$ cat src/rtl/ttt_auto_player.sv
// ttt_auto_player: automatic tic-tac-toe move generator for one player.
// Waits for my_turn, picks a cell, pulses the matching button line, then waits for the
// controller to light that cell's LED. Optional macro TTT_AUTO_STRATEGY_EN enables the
// win / block / centre / corner / edge strategy; without it the lowest-index empty cell is played.
module ttt_auto_player #(
    parameter int unsigned HOLD_CYCLES    = 4,
    parameter int unsigned TIMEOUT_CYCLES = 255
) (
    input  logic       i_clk,
    input  logic       i_reset,
    input  logic [8:0] i_led,
    input  logic       i_my_turn,
    input  logic       i_new_game,
    output logic [8:0] o_btn,
    output logic       o_busy,
    output logic       o_done,
    output logic       o_err
);

    typedef enum logic [2:0] {StIdle, StThink, StPress, StWaitAck, StDone} state_e;

    localparam logic [3:0] HOLD_LAST = 4'(HOLD_CYCLES - 1);
    localparam logic [7:0] TMO_LAST  = 8'(TIMEOUT_CYCLES - 1);

    logic [1:0] r_rst_sync;
    logic       w_rst_n;
    state_e     r_state;
    state_e     w_state_next;
    logic [8:0] r_own;
    logic [8:0] w_own_next;
    logic [3:0] r_pick;
    logic [3:0] w_pick_next;
    logic [3:0] w_pick;
    logic [3:0] r_hold;
    logic [3:0] w_hold_next;
    logic [7:0] r_tmo;
    logic [7:0] w_tmo_next;
    logic       r_err;
    logic       w_err_next;
    logic [8:0] w_empty;
    logic       w_board_full;
    logic       w_ack;

    // Reset synchroniser: asserts asynchronously, releases on the second clock edge
    always_ff @(posedge i_clk or negedge i_reset) begin
        if (!i_reset) begin
            r_rst_sync <= 2'b00;
        end else begin
            r_rst_sync <= {r_rst_sync[0], 1'b1};
        end
    end

    assign w_rst_n      = r_rst_sync[1];
    assign w_empty      = ~i_led;
    assign w_board_full = (i_led == 9'h1FF);
    assign w_ack        = i_led[r_pick];

`ifdef TTT_AUTO_STRATEGY_EN
    logic [8:0] w_opp;
    logic [4:0] w_win;
    logic [4:0] w_block;

    assign w_opp = i_led & ~r_own;

    // Cells of each line, in scan order; packed as {a, b, c}
    function automatic logic [11:0] f_line(input logic [2:0] idx);
        logic [11:0] cells;
        case (idx)
            3'd0:    cells = {4'd0, 4'd1, 4'd2};
            3'd1:    cells = {4'd3, 4'd4, 4'd5};
            3'd2:    cells = {4'd6, 4'd7, 4'd8};
            3'd3:    cells = {4'd0, 4'd3, 4'd6};
            3'd4:    cells = {4'd1, 4'd4, 4'd7};
            3'd5:    cells = {4'd2, 4'd5, 4'd8};
            3'd6:    cells = {4'd0, 4'd4, 4'd8};
            default: cells = {4'd2, 4'd4, 4'd6};
        endcase
        return cells;
    endfunction

    function automatic logic [1:0] f_cnt3(input logic a, input logic b, input logic c);
        return {1'b0, a} + {1'b0, b} + {1'b0, c};
    endfunction

    // Returns {found, cell}: first line with two 'side' cells and one empty cell.
    // Scanned last-to-first so the earliest qualifying line overwrites the rest.
    function automatic logic [4:0] f_scan(input logic [8:0] side, input logic [8:0] empty);
        logic [4:0]  res;
        logic [11:0] cells;
        logic [3:0]  ca;
        logic [3:0]  cb;
        logic [3:0]  cc;
        res = 5'd0;
        for (int l = 7; l >= 0; l--) begin
            cells = f_line(3'(l));
            ca    = cells[11:8];
            cb    = cells[7:4];
            cc    = cells[3:0];
            if (f_cnt3(side[ca], side[cb], side[cc]) == 2'd2 &&
                f_cnt3(empty[ca], empty[cb], empty[cc]) == 2'd1) begin
                res = {1'b1, empty[ca] ? ca : (empty[cb] ? cb : cc)};
            end
        end
        return res;
    endfunction

    assign w_win   = f_scan(r_own, w_empty);
    assign w_block = f_scan(w_opp, w_empty);

    // Strategy pick: lowest priority assigned first, higher priorities overwrite
    always_comb begin
        w_pick = 4'd0;
        if (w_empty[7]) w_pick = 4'd7;
        if (w_empty[5]) w_pick = 4'd5;
        if (w_empty[3]) w_pick = 4'd3;
        if (w_empty[1]) w_pick = 4'd1;
        if (w_empty[8]) w_pick = 4'd8;
        if (w_empty[6]) w_pick = 4'd6;
        if (w_empty[2]) w_pick = 4'd2;
        if (w_empty[0]) w_pick = 4'd0;
        if (w_empty[4]) w_pick = 4'd4;
        if (w_block[4]) w_pick = w_block[3:0];
        if (w_win[4])   w_pick = w_win[3:0];
    end
`else
    // Own-cell map only steers the strategy pick; kept so both builds behave alike otherwise
    logic w_unused_own;
    assign w_unused_own = ^r_own;

    // Simple pick: lowest-index empty cell
    always_comb begin
        w_pick = 4'd0;
        for (int i = 8; i >= 0; i--) begin
            if (w_empty[4'(i)]) w_pick = 4'(i);
        end
    end
`endif

    // FSM state register
    always_ff @(posedge i_clk or negedge w_rst_n) begin
        if (!w_rst_n) begin
            r_state <= StIdle;
        end else begin
            r_state <= w_state_next;
        end
    end

    // FSM next-state logic; new_game overrides every transition
    always_comb begin
        w_state_next = r_state;
        unique case (r_state)
            StIdle:    if (i_my_turn) w_state_next = StThink;
            StThink:   w_state_next = w_board_full ? StIdle : StPress;
            StPress:   if (r_hold == HOLD_LAST) w_state_next = StWaitAck;
            StWaitAck: begin
                if (w_ack) begin
                    w_state_next = StDone;
                end else if (r_tmo == TMO_LAST) begin
                    w_state_next = StIdle;
                end
            end
            StDone:    w_state_next = StIdle;
            default:   w_state_next = StIdle;
        endcase
        if (i_new_game) w_state_next = StIdle;
    end

    // FSM outputs; button released at once on new_game
    always_comb begin
        o_btn = 9'd0;
        if (r_state == StPress && !i_new_game) o_btn = 9'd1 << r_pick;
        o_busy = (r_state != StIdle);
        o_done = (r_state == StDone);
        o_err  = r_err;
    end

    // Datapath next-state: pick capture, saturating counters, own map, error pulse
    always_comb begin
        w_own_next  = r_own;
        w_pick_next = r_pick;
        w_hold_next = r_hold;
        w_tmo_next  = r_tmo;
        w_err_next  = 1'b0;
        case (r_state)
            StThink: begin
                w_pick_next = w_pick;
                w_hold_next = 4'd0;
                w_tmo_next  = 8'd0;
                w_err_next  = w_board_full;
            end
            StPress: begin
                if (r_hold != 4'hF) w_hold_next = r_hold + 4'd1;
            end
            StWaitAck: begin
                if (w_ack) begin
                    w_own_next = r_own | (9'd1 << r_pick);
                end else begin
                    if (r_tmo != 8'hFF) w_tmo_next = r_tmo + 8'd1;
                    w_err_next = (r_tmo == TMO_LAST);
                end
            end
            default: ;
        endcase
        if (i_new_game) begin
            w_own_next = 9'd0;
            w_err_next = 1'b0;
        end
    end

    // Datapath registers
    always_ff @(posedge i_clk or negedge w_rst_n) begin
        if (!w_rst_n) begin
            r_own  <= 9'd0;
            r_pick <= 4'd0;
            r_hold <= 4'd0;
            r_tmo  <= 8'd0;
            r_err  <= 1'b0;
        end else begin
            r_own  <= w_own_next;
            r_pick <= w_pick_next;
            r_hold <= w_hold_next;
            r_tmo  <= w_tmo_next;
            r_err  <= w_err_next;
        end
    end

endmodule

$ cat config.mk
export PLATFORM = sky130hd
export DESIGN_NAME = ttt_auto_player
export DESIGN_NICKNAME = d
export VERILOG_FILES = /design/src/rtl/ttt_auto_player.sv
export SDC_FILE = /design/constraint.sdc
export NUM_CORES = 1
export LEC_CHECK = 0
export BUFFER_PORTS_ARGS = -buffer_cell sky130_fd_sc_hd__buf_2
export CORE_MARGIN = 2
export CORE_UTILIZATION = 40
export DETAILED_ROUTE_END_ITERATION = 7
export GPL_ROUTABILITY_DRIVEN = 0
export HOLD_SLACK_MARGIN = 0.15
export SLEW_MARGIN = 0
export SYNTH_ARGS = -nofsm -noshare
export SYNTH_HDL_FRONTEND = slang
export SYNTH_SLANG_ARGS = --single-unit
$ cat constraint.sdc
create_clock -name i_clk -period 2.1 [get_ports i_clk]
set_input_delay 0.105 -clock i_clk [delete_from_list [all_inputs] [get_ports i_clk]]
set_output_delay 0.105 -clock i_clk [all_outputs]
set_load 0.01 [all_outputs]
Word level (Yosys, flattened, before mapping)
Cells that the tools add are included.

word-level totals
  register bits = 22
  output and inout bits = 12

operators by class
  $add $sub $neg = 2
  magnitude comparators = 1
  equality and inequality tests = 15
  shift-type cells = 1
  multiplexer cells = 26
  bitwise operators = 1
  reduce and logical (&&, ||, !) cells = 9

operators with widths
  kind                 count
  $mux 4               9
  $mux 8               2
  $pmux 8 s2           1
  $mux 3               5
  $pmux 3 s4           1
  $eq 9x9->1 const B   1
  $mux 9               1
  $shl 1x4->9 const A  1
  $add 8x1->8 const B  1
  $eq 8x8->1 const B   1
  $ne 4x4->1 const B   2
  $ne 8x8->1 const B   1
  $not 8->8            1
  $pmux 4 s2           1
  $eq 3x2->1 const B   2
  $ne 3x3->1 const B   2
  $reduce_and 3->1     2
  $lt 4x5->1 const B   1
  $add 4x1->4 const B  1
  $bmux 1 s4           1
  $eq 4x2->1 const B   1
  $ne 2x2->1 const B   2
  $reduce_bool 2->1    2
  $eq 3x1->1 const B   1
  other kinds (10)     12

Longest topological paths before layout
Gate-level depths: netlist of run 1.

  depth after elaboration = 9
  depth in mapped cells = 7

Worst setup path after synthesis of run 1
OpenSTA, ideal clock, no wires.

  path type = register -> register
  from = register r_tmo[0]
  to = register r_tmo[5]
  data arrival time = 1.715 ns
  data required time = 2.023 ns
  slack = 0.307 ns
  cell stages (with the launch flop) = 7
  buffers on the path = 0
  period minus slack after synthesis = 1.793 ns
  cell sequence = dfrtp_1 -> ha_1 -> and4_1 -> a21oi_4 -> nand4_1 -> or3_2 -> a21oi_1

on the way
  word-level cells in the longest chain between the ends = 4
  elaborated cells on any way between the ends = 7

ends and longest elaborated chain
  element                 RTL line  text
  from (decl)             36        logic [7:0] r_tmo;
  from (signal assigned)  222       r_tmo <= w_tmo_next;
  $add 8x1->8             198       if (r_tmo != 8'hFF) w_tmo_next = r_tmo + 8'd1;
  $mux 8                  198
  $mux 8                  195       if (w_ack) begin
  $pmux 8 s2              184       case (r_state)

Parallel ways exist; a longest one is shown, timed or not. The select of a mux whose other input is x is not followed.
A chain may end at the register's enable or synchronous reset.

Worst setup path after layout of run 1
  from = register r_state[1]
  to = output o_btn[0]

on the way
  word-level cells in the longest chain between the ends = 3

ends and longest elaborated chain
  element                 RTL line  text
  from (decl)             27        state_e r_state;
  from (signal assigned)  142       r_state <= StIdle;
  from (signal assigned)  144       r_state <= w_state_next;
  $eq 3x2->1              171       if (r_state == StPress && !i_new_game) o_btn = 9'd1 << r_pick;
  $logic_and 1x1->1       171
  $mux 9                  171
  to (decl)               14        output logic [8:0] o_btn,

No other way between the ends.

==> results of run 1 <==
synth_stat cells, types with 2 or more instances:
library cell and instances:
xor2_1 2, or3_1 6, nand2b_1 3, nand3_1 3, nand2_1 19, a31oi_1 5, nand4_1 6, and2_1 2
nor2_1 16, nor2b_1 4, and4_1 2, buf_6 4, or3_2 3, conb_1 2, inv_1 4, nor3_1 2
ha_1 3, dfrtp_1 21, o21ai_0 12, mux2i_1 4, a21oi_1 8
stage by stage:
step                utilization [%]  cells  hold slack [ps]  total power, mW  setup slack [ps]
CTS                            49.3    220              158            0.891             0.744
floorplan                         -    147             -191            0.642               307
finish                         49.8    221              162            0.886               111
global placement               46.1    209             -110            0.667               239
detailed placement             46.1    209             -108            0.678               165
global route                   49.8    221              176            0.945              1.49
state kept, by name, summed over array words and instances, names as in the netlist:
name,cells
o_err,1
r_pick,3
r_rst_sync,2
r_hold,4
r_state,3
r_tmo,8
layout by cell type, fill, tap and decap left out, drive strengths merged, types with 2 or more instances in the layout:
master,Yosys,routed
dlygate4sd3,0,7
and2,2,2
a21oi,9,9
nor2b,4,4
clkbuf,0,3
ha,3,3
dfrtp,21,21
nand3,3,3
nand4,6,6
a31oi,6,6
nand2,19,19
buf,5,24
xor2,2,2
nor3,2,2
mux2i,4,4
nor2,16,16
conb,2,2
inv,4,4
and4,2,2
nand2b,3,3
or3,9,9
o21ai,12,12
final cells by class:
type,instances,share of cell area (%)
inverter,4,0.980
timing repair buffer,31,12.6
clock inverter,1,0.327
sequential,21,34.6
multi-input combinational,117,46.5
clock buffer,3,1.47
tap,44,3.59
timing repair:
item / CTS / global route
hold buffers: 7 / 0
buffers inserted: 0 / 1
setup endpoints to repair: 0 / 7
endpoints found under the hold margin: 8 / 0
resized for setup: 0 / 4
worst max-delay path by stage:
stage                from         to  slack [ps]  cells past startpoint
2_1_floorplan    r_tmo[0]   r_tmo[5]         310                      6
3_3_place_gp     r_tmo[0]   r_tmo[5]         240                      6
3_5_place_dp    r_pick[1]   r_tmo[2]         170                      5
4_1_cts        r_state[0]   o_btn[0]         0.7                      4
5_1_grt        r_state[1]  r_pick[0]           1                      5
6_report       r_state[1]   o_btn[0]         110                      4
per-layer routing:
metal | vias up | share of wire [%] | global-route usage, %
li1 | 580 | - | -
met1 | 542 | 47 | 21.9
met2 | 22 | 49 | 28.6
met3 | 2 | 3.9 | 4.41
met4 | 0 | 0.28 | 1.24
met5 | - | 0 | 0
where the power goes:
group / internal, mW / leakage (nW) / switching (mW)
clock: 0.0710 / 0.0177 / 0.122
sequential: 0.436 / 0.279 / 0.0637
combinational: 0.0965 / 0.378 / 0.0977
total: 0.603 / 0.674 / 0.283
critical path: stages, from the launching register on:
cell and delay, ps:
dfrtp_2 450, or3b_4 430, or3_1 380, nor3_1 150, buf_2 160
cells by family after synthesis:
kind of cell             synth area share, %
adder cells (fa/ha/maj)                 2.88
XOR/XNOR                                1.35
other                                  0.577
multiplexers                            3.07
buffers and inverters                   5.19
AO/OA/AOI/OAI                           16.7
AND/OR/NAND/NOR                         29.9
flip-flops                              40.3
==> results.tsv, run 1 <==
metric	value	unit
grt_pass1_wl	4660	um
fin_tns_setup	0	ps
reg2reg_from	r_state[1]	
grt_antenna_before_repair	0	
min_to	r_pick[1]	
syn_nets	163	
slew_violations	0	
yosysWarnings	0	
layout_min_cycle_time	1990	ps
ys_top_cells_by_area	dfrtp_1 (40%), nand2_1 (5.5%), o21ai_0 (4.6%)	
cts-htree-levels	1	
dpl_cell_area	1420	um^2
globalRouteOverflowTotal	0	
max_slew.worst_pin.slew	774	ps
area_growth	17.6	%
path_max_fanout	8	
diodes	0	
drc	0	
viasPerCell	5.19	
slew_headroom	48.4	%
maxCapViolCount	0	
r2r_slack	140	ps
cts_inserted_buffers	3	
root_buffer	clkbuf_4	
dr.pass1.iters	4	
nFillCells	306	
grt_max_degree	20	
hp-start	i_led[5]	
crit_required	2000	ps
fp.coreArea	3080	um^2
wl	2860	um
ir_worst_vdd	382	uV
nNetsFinal	194	
endpoint_kind	output port	
synth_edf_count	0	
rr_endpoint	r_pick[0]	
fmax	503	MHz
dieArea	3730	um^2
path_clk_slew	120	ps
grt_pass1_vias	1064	
synth_cell_types	37	
wl_per_cell	12.9	um
rr_worst_depth	5	
io_pins	25	
synth_area	1300	um^2
cts_tree	done	
die_w	61.1	um
netlist.area_leader.share	40.3	%
io_buffers	23	
fin_skew	5.85	ps
first_iter_violations	63	
clockBufferDepth	2	
multi_input_comb_area	712	um^2
grt_util_all_layers	16.6	%
layout-drive-gt1-share	22.6	%
synth-async-reset-ratio	100	%
worstHoldPathType	in -> reg	
start_kind	flop	
synth-seq-area-share	40.3	%
p_leak	0.674	nW
dpl.hpwl	2090	um
clk_latency	300	ps
stdcell_area	1530	um^2
numClockSinks	21	
rows	20	
ant_nets	0	
vias	1146	
rsz0062_at_grt	false	
arrival	1880	ps
hold_viol_final	0	
synthFlopType	dfrtp_1	
min_path_cells	3	
fin_crit_sh	94.7	%
setup_viol	0	
outcome	finished, final reports clean	
ys_ff_latch	21	
crit_type	reg -> out	
initial_core_util	42.3	%
seq_area	529	um^2
fp.dieH	61.1	um
power.density	579	nW/um^2
synth.largest_area_cell	dfrtp_1	
syn_area_per_cell	8.86	um^2
synth_cells	147	
Power figures use the tool's default switching activity.
==> inputs of run 2 (changes only) <==
- ABC_AREA: not set -> 1
==> results.tsv, run 2 <==
metric	value	unit
clk_latency	310	ps
wl	3080	um
synth.most_common_cell	nand2_1	
seq_area	526	um^2
yosys-top-cells-count	nand2_1 (64), inv_1 (27), dfrtp_1 (21)	
power.density	771	nW/um^2
hold_buffers	9	
dp_slack	518	ps
start_kind	flop	
cts-htree-levels	1	
multi_input_comb_area	766	um^2
cts_tree	done	
regMostFlops	r_tmo	
endpoint_kind	flop	
layout-drive-gt1-share	15.9	%
vias	1318	
grt_pass1_vias	1314	
fin_tns_setup	0	ps
rsz0062_at_grt	false	
synth-seq-area-share	36.8	%
grt_max_degree	20	
dpl.hpwl	2240	um
die_w	63.7	um
reg_top3	r_tmo x8, r_hold x4	
fmax	523	MHz
layout_setup_ws	187	ps
cp_slowest_cell	dlygate4sd3_1	
slew_headroom	46.7	%
area_growth	18.7	%
arrival	2170	ps
outcome	finished, final reports clean	
drc	0	
worstHoldPathType	in -> reg	
nFillCells	350	
viasPerCell	4.72	
wl_per_cell	11.0	um
fp.dieH	63.7	um
ctsResizeCount	0	
grt_antenna_before_repair	0	
synthAdderAreaFrac	2.63	%
crit_type	reg -> reg	
p_leak	0.911	nW
diodes	0	
rows	21	
synth_edf_count	0	
fin_skew	3.90	ps
cp_cell_sequence	inv_2, nand2_1, nand2_1, nand2_1, nand3_2, nand2_2, nand3b_1, a21oi_1, dlygate4sd3_1	
first_iter_violations	61	
root_buffer	clkbuf_4	
max_slew.worst_pin.slew	799	ps
slowest_delay	550	ps
slew_violations	0	
yosysWarnings	0	
fin_crit_sh	91.1	%
ys_ff_latch	21	
dpl_cell_area	1580	um^2
synth_top_family_by_area	simple AND/OR/NAND/NOR gates	
synth-async-reset-ratio	100	%
synth-compound-area-share	9.30	%
netlist.area_leader.share	36.8	%
grt_util_all_layers	17.4	%
synth_area	1430	um^2
ys_top_cells_by_area	dfrtp_1 (37%), nand2_1 (17%), inv_1 (7.1%)	
cts_setup_buffers	0	
maxCapViolCount	0	
fp.coreArea	3390	um^2
cp_common_cell	nand2_1	
setup_viol	0	
synthMuxAreaShare	0	%
ir_worst_vdd	397	uV
synth-xor-area-share	1.84	%
synth_cell_types	32	
final_cell_mix	nand2_1 (64), inv_1 (27), buf_2 (23)	
globalRouteOverflowTotal	0	
dr.pass1.iters	4	
syn_nets	215	
synth-simple-area-share	39.4	%
io_pins	25	
io_buffers	23	
synthFlopType	dfrtp_1	
hold_viol_final	0	
path_clk_slew	120	ps
final_common_cell	nand2_1	
largest_reg_flops	8	
cp_num_buf_inv	2	
stdcell_area	1690	um^2
clockBufferDepth	2	
layout_min_cycle_time	1910	ps
synth_cells	199	
initial_core_util	42.1	%
ant_nets	0	
grt_pass1_wl	5570	um
critical_path.top_delay_family	buffers and inverters	
nNetsFinal	250	
synth.largest_area_cell	dfrtp_1	
crit_required	2360	ps
cts_inserted_buffers	3	
dieArea	4060	um^2
numClockSinks	21	
syn_area_per_cell	7.17	um^2
path_max_fanout	13	
run 2: worst register-to-register path, delay by kind of cell, from the launching register on:
family / cells / cell delay [ps]
flops: 1 / 490
buf+inv: 2 / 660
simple gates: 6 / 580
compound gates: 1 / 130
run 2: routing by layer:
metal	share of wire [%]	track usage, %
met1	51	22.9
met2	43	28.2
met3	3.1	1.61
met4	2.8	8.97
met5	0	0
run 2: path summary, 6_finish.rpt:
path | startpoint | end | slack [ps] | cells past startpoint
setup / recovery | r_pick[0] | o_err | 190 | 9
min in group asynchronous | r_rst_sync[1] | r_state[0] | 340 | 0
hold reg to reg | r_rst_sync[1] | r_state[0] | 340 | 0
setup reg to reg | r_pick[0] | o_err | 190 | 9
max in group asynchronous | r_rst_sync[1] | r_tmo[7] | 1270 | 0
hold / removal | i_my_turn | r_state[0] | 190 | 3
run 2: cells by family (layout without fill, tap and decap cells):
group                      count (synthesis)  count (layout)
AOI/OAI and AO/OA                         18              18
xor gates and xnor gates                   3               3
DFF                                       21              21
buffers and inverters                     32              66
and+or+nand+nor                          120             120
adders and majority gates                  3               3
other                                      2               2
run 2: area by class of cell:
cell class	instances	area share (%)
sequential	21	31.0
timing repair buffer	32	12.1
inverter	30	6.65
multi-input combinational	146	45.2
tap	46	3.40
clock buffer	4	1.55
run 2: where the power goes:
group / switching (mW) / total [mW] / internal, mW / leakage [nW]
Clock: 0.130 / 0.204 / 0.0742 / 0.0150
Combinational: 0.370 / 0.556 / 0.186 / 0.613
Sequential: 0.0861 / 0.545 / 0.458 / 0.284
Total: 0.586 / 1.30 / 0.718 / 0.911
run 2: through the flow:
step           total power, mW  utilization (%)  hold WS (ps)  instances
6_report                  1.30             49.9           186        279
2_1_floorplan            0.996                -          -191        199
4_1_cts                   1.32             49.9           179        279
3_5_place_dp              1.09             46.5          -108        266
3_3_place_gp              1.09             46.5          -108        266
5_1_grt                   1.43             49.9           202        279
